$ cat src/rtl/counter_pkg.sv
// Shared types and elaboration-time helpers for the up/down counter family.
package counter_pkg;

  // Count direction, matching the encoding of the 'up' input pin.
  typedef enum logic {
    CNT_DOWN = 1'b0,
    CNT_UP   = 1'b1
  } cnt_dir_e;

  // Number of bits needed to hold the values 0..value-1.
  function automatic int clog2(input longint value);
    int     bits;
    longint rem;
    bits = 0;
    rem  = value - 1;
    while (rem > 0) begin
      bits = bits + 1;
      rem  = rem >> 1;
    end
    return bits;
  endfunction

  // Highest count value reachable for a given modulus.
  function automatic longint max_count(input longint modulus);
    return modulus - 1;
  endfunction

endpackage

$ cat src/rtl/counter_prescaler.sv
// Divides enabled cycles by PRESCALE and emits a one-cycle step on the last one.
module counter_prescaler
  import counter_pkg::*;
#(
  parameter int PRESCALE = 1
) (
  input  logic clk,
  input  logic reset,
  input  logic en,
  input  logic restart,
  output logic step
);

  generate
    if (PRESCALE == 1) begin : g_direct
      // Every enabled cycle is a step, so no state is kept; the clock and
      // reset are tied off so the port list stays uniform across PRESCALE values.
      logic unused_inputs;
      assign unused_inputs = clk ^ reset;
      assign step = en & ~restart;
    end else begin : g_divide
      localparam int PW = clog2(PRESCALE);
      localparam logic [PW-1:0] LAST = PW'(PRESCALE - 1);

      logic [PW-1:0] pre;

      // Counts enabled cycles; a low enable freezes it, restart zeroes it.
      always_ff @(posedge clk or posedge reset) begin
        if (reset) begin
          pre <= '0;
        end else if (restart) begin
          pre <= '0;
        end else if (en) begin
          if (pre == LAST) begin
            pre <= '0;
          end else begin
            pre <= pre + PW'(1);
          end
        end
      end

      assign step = en & ~restart & (pre == LAST);
    end
  endgenerate

endmodule

$ cat src/rtl/updown_counter_mod.sv
// Parametrised up/down modulo counter with prescaler, load/clear, wrap or
// saturate, a registered terminal-count pulse and a sticky overflow flag.
module updown_counter_mod
  import counter_pkg::*;
#(
  parameter int     WIDTH    = 8,
  parameter longint MODULUS  = 256,
  parameter int     PRESCALE = 1
) (
  input  logic             clk,
  input  logic             reset,
  input  logic             en,
  input  logic             up,
  input  logic             sat,
  input  logic             clear,
  input  logic             load,
  input  logic [WIDTH-1:0] load_val,
  output logic [WIDTH-1:0] count,
  output logic             tc,
  output logic             ovf
);

  // Bound kept one bit wider so MODULUS == 2**WIDTH never relies on wraparound.
  localparam logic [WIDTH:0] MAXC = (WIDTH + 1)'(max_count(MODULUS));

  logic             step;
  logic             restart;
  logic [WIDTH-1:0] count_nxt;
  logic             tc_nxt;
  logic             ovf_nxt;
  logic             at_max;
  logic             at_zero;
  logic             load_oor;
  cnt_dir_e         dir;

  assign restart  = clear | load;
  assign dir      = cnt_dir_e'(up);
  assign at_max   = ({1'b0, count} == MAXC);
  assign at_zero  = (count == '0);
  assign load_oor = ({1'b0, load_val} > MAXC);

  counter_prescaler #(
    .PRESCALE(PRESCALE)
  ) u_prescaler (
    .clk    (clk),
    .reset  (reset),
    .en     (en),
    .restart(restart),
    .step   (step)
  );

  // Next-state selection: clear beats load beats step; bounds are checked
  // before any arithmetic so the add/subtract never leaves 0..MODULUS-1.
  always_comb begin
    count_nxt = count;
    tc_nxt    = 1'b0;
    ovf_nxt   = ovf;
    if (clear) begin
      count_nxt = '0;
      ovf_nxt   = 1'b0;
    end else if (load) begin
      if (load_oor) begin
        count_nxt = MAXC[WIDTH-1:0];
        ovf_nxt   = 1'b1;
      end else begin
        count_nxt = load_val;
      end
    end else if (step) begin
      if (dir == CNT_UP) begin
        if (at_max) begin
          count_nxt = sat ? count : '0;
          tc_nxt    = 1'b1;
          ovf_nxt   = 1'b1;
        end else begin
          count_nxt = count + WIDTH'(1);
        end
      end else begin
        if (at_zero) begin
          count_nxt = sat ? count : MAXC[WIDTH-1:0];
          tc_nxt    = 1'b1;
          ovf_nxt   = 1'b1;
        end else begin
          count_nxt = count - WIDTH'(1);
        end
      end
    end
  end

  // Output registers; everything the outside world sees comes from here.
  always_ff @(posedge clk or posedge reset) begin
    if (reset) begin
      count <= '0;
      tc    <= 1'b0;
      ovf   <= 1'b0;
    end else begin
      count <= count_nxt;
      tc    <= tc_nxt;
      ovf   <= ovf_nxt;
    end
  end

endmodule
$ cat config.mk
export PLATFORM = sky130hd
export DESIGN_NAME = updown_counter_mod
export DESIGN_NICKNAME = d
export VERILOG_FILES = /design/src/rtl/counter_pkg.sv /design/src/rtl/counter_prescaler.sv /design/src/rtl/updown_counter_mod.sv
export SDC_FILE = /design/constraint.sdc
export NUM_CORES = 1
export LEC_CHECK = 0
export BUFFER_PORTS_ARGS = -buffer_cell sky130_fd_sc_hd__buf_2
export CAP_MARGIN = 30
export CORE_ASPECT_RATIO = 1.1
export CORE_MARGIN = 8
export CORE_UTILIZATION = 31
export DETAILED_ROUTE_END_ITERATION = 16
export GPL_TIMING_DRIVEN = 1
export MAX_ROUTING_LAYER = met4
export PLACE_DENSITY = 0.51
export REMOVE_ABC_BUFFERS = 1
export SLEW_MARGIN = 40
export SYNTH_ARGS = -nofsm -noshare
export SYNTH_HDL_FRONTEND = slang
export SYNTH_SLANG_ARGS = --single-unit
$ cat constraint.sdc
create_clock -name clk -period 5.45 [get_ports clk]
set_clock_uncertainty 0.2 [all_clocks]
set_input_delay 0 -clock clk [delete_from_list [all_inputs] [get_ports clk]]
set_output_delay 0 -clock clk [all_outputs]
set_load 0.01 [all_outputs]
==> results_dict.tcl <==
set metrics [dict create \
    drt_iter0_markers 40 \
    syn_inst 102 \
    htreeDepth 1 \
    ant_nets 0 \
    dr.pass1.iters 4 \
    clk_pin_slew_worst_paths_ns 0.08 \
    finalCritPeriodShare_pct 48.9 \
    synthAdderAreaFrac_pct 4.46 \
    crit_chain "ha_1 -> nand3_1 -> or3_1 -> a31o_2 -> nand3_1 -> dlygate4sd3_1 -> o21ai_1" \
    clockRootBuffer "clkbuf_4" \
    setup_violations 0 \
    crit_fanout 15 \
    clk_latency_ns 0.28 \
    yosys-top-cells-area "dfrtp_1 (30%), ha_1 (4.5%), inv_1 (4.5%)" \
    numCtsBuffers 3 \
    grt_pass1_vias 875 \
    cts_sinks 10 \
    clock.fmax_ghz 0.375 \
    ctsHoldBuffers 14 \
    end_kind "flop" \
    yosysWarnings 0 \
    totalWireLength_um 2530 \
    die_h_um 70.6 \
    maxSlewHeadroom_pct 65.6 \
    cts.path.max_buffers 2 \
    slew_viol_final 0 \
    synth-simple-area-share_pct 21.9 \
    power_density_mw_per_mm2 226 \
    synth-edff-count 0 \
    grt_max_degree 16 \
    multiInputGateArea_um2 507 \
    max_cap_viol_count 0 \
    numPortBuffers 24 \
    ir_drop_mv 0.133 \
    worstPathArrival_ns 2.63 \
    regArea_um2 250 \
    worstReg2RegStart "count[0]" \
    cts_resized 0 \
    worstSetupEndpoint "count[1]" \
    gr-total-overflow 0 \
    ys_types 36 \
    yosysSeqAreaShare_pct 29.8 \
    synth_compound_area_share_pct 29.6 \
    placed_cells 153 \
    dpl.hpwl_um 1910 \
    worst_pin_slew_ns 0.515 \
    grt_antenna_before_repair 0 \
    initial_utilization_pct 31.4 \
    synth_mux_area_share_pct 1.19 \
    p_leak_nw 0.527 \
    worstPathRequired_ns 5.41 \
    num-nets-final 157 \
    synth_top_family_by_area "compound AO/OA/AOI/OAI gates" \
    r2r-end "count[1]" \
    grt_pass1_wl_um 4040 \
    grt_usage_pct 11.4 \
    rsz0062_at_grt "false" \
    synth_area_um2 841 \
    crit_type "flop to flop" \
    rows 20 \
    cpMaxStageDelayCell "dlygate4sd3_1" \
    die_x_um 65.7 \
    ys_seq_elements 10 \
    wl_per_cell_um 14.8 \
    drive_gt1_share_pct 25.4 \
    startpoint "count[0]" \
    cts_setup_buffers 0 \
    fp.dieArea_mm2 0.00464 \
    vias 889 \
    hold_viol 0 \
    fillers 271 \
    antenna_cells 0 \
    place.gp.congestion 0.830 \
    hold_path_class "primary input to async pin" \
    startpoint_type "flop" \
    fp.coreArea_mm2 0.00268 \
    synth_xor_area_share_pct 3.13 \
    synth.avg_cell_area_um2 8.24 \
    routed_via_density 5.20 \
    reg2reg_depth 7 \
    async_flop_share_pct 100 \
    layout.cells.non_filler 171 \
    yosys.area.top_type_share_pct 29.8 \
    cp_common_cell "nand3_1" \
    ios 25 \
    setup_tns_ns 0 \
    synthFlopType "dfrtp_1" \
    finalCriticalPeriod_ns 2.67 \
    netlist_top_cells_count "dfrtp_1 (10), inv_1 (10), nand2_1 (9)" \
    synthToLayoutAreaGrowth_pct 34.7 \
    rrSetupSlack_ns 2.78 \
    synth_top_cell_by_area "dfrtp_1" \
    max_stage_delay_ns 0.54 \
    drc 0 \
    cts_tree "yes" \
    outcome "complete, no violations" \
]
## worst max-delay path, delay by kind of cell (launching register included)
| kind | cells | cell delay (ns) |
|---|---|---|
| AND/OR/NAND/NOR | 3 | 0.62 |
| buffers and inverters | 1 | 0.54 |
| flip-flops | 1 | 0.51 |
| AO/OA/AOI/OAI | 2 | 0.41 |
| adder cells (fa/ha/maj) | 1 | 0.30 |
## worst min-delay path by stage
stage	startpoint	end	slack, ns	cells past startpoint
after floorplan	reset	count[0]	-0.36	1
after global placement	reset	count[3]	-0.19	2
after detailed placement	reset	count[3]	-0.19	2
after CTS	reset	tc	0.06	3
after global routing	reset	count[4]	0.09	3
final	reset	tc	0.04	3
## layer usage
layer | routed length, um | GRT usage, % | vias up
met3 | 119 | 1.90 | 7
met1 | 1080 | 12.6 | 401
li1 | - | - | 444
met4 | 68 | 6.55 | 0
met5 | 0 | - | -
met2 | 1260 | 18.7 | 37
## cell type report
| cell class | instances | area share, % |
|---|---|---|
| multi-input cells | 76 | 44.8 |
| repair buffers | 38 | 23.0 |
| flip-flops and latches | 10 | 22.1 |
| well taps | 33 | 3.65 |
| inverters | 10 | 3.31 |
| clock buffers | 4 | 3.20 |
## through the flow
stage / instance area, um^2 / total power, mW / setup slack (ns) / util (%) / hold WS [ns]
floorplan: 795 / 0.150 / 3.46 / - / -0.360
global placement: 956 / 0.180 / 3.23 / 35.7 / -0.195
detailed placement: 956 / 0.179 / 3.27 / 35.7 / -0.193
CTS: 1130 / 0.258 / 2.80 / 42.3 / 0.0555
global route: 1130 / 0.272 / 2.62 / 42.3 / 0.0855
finish: 1130 / 0.256 / 2.78 / 42.3 / 0.0444
## logic make-up (layout without fill, tap and decap cells)
kind of cell             Yosys count  count (layout)
AO/OA/AOI/OAI                     36              36
AND/OR/NAND/NOR                   33              33
buffers and inverters             16              52
flip-flops                        10              10
adder cells (fa/ha/maj)            3               3
XOR/XNOR                           3               3
multiplexers                       1               1
## power by group
part | switching [mW] | internal [mW] | leakage [nW]
logic | 0.0431 | 0.0444 | 0.375
registers | 0.0178 | 0.0812 | 0.131
clock network | 0.0293 | 0.0406 | 0.0210
## flip-flops by register name (all words and copies together) (netlist names)
register / cells
count: 8
ovf: 1
tc: 1
## cells in the final DEF, fill, tap and decap left out, types with 2 or more instances in the layout
| master | instances |
|---|---|
| nor3b_1 | 2 |
| a31oi_1 | 3 |
| nand3_1 | 5 |
| a221oi_1 | 2 |
| inv_1 | 10 |
| clkbuf_4 | 3 |
| a22oi_1 | 3 |
| ha_1 | 3 |
| nor2_1 | 6 |
| xor2_1 | 2 |
| or3_1 | 2 |
| nor3_1 | 2 |
| a21oi_1 | 7 |
| o21ai_0 | 4 |
| dlygate4sd3_1 | 14 |
| o41ai_1 | 2 |
| a2bb2oi_1 | 2 |
| o21ai_1 | 4 |
| buf_2 | 24 |
| dfrtp_1 | 10 |
| or3_4 | 2 |
| a21o_1 | 2 |
| a32oi_1 | 2 |
| nand2_1 | 9 |
(Power assumes the default switching activity.)
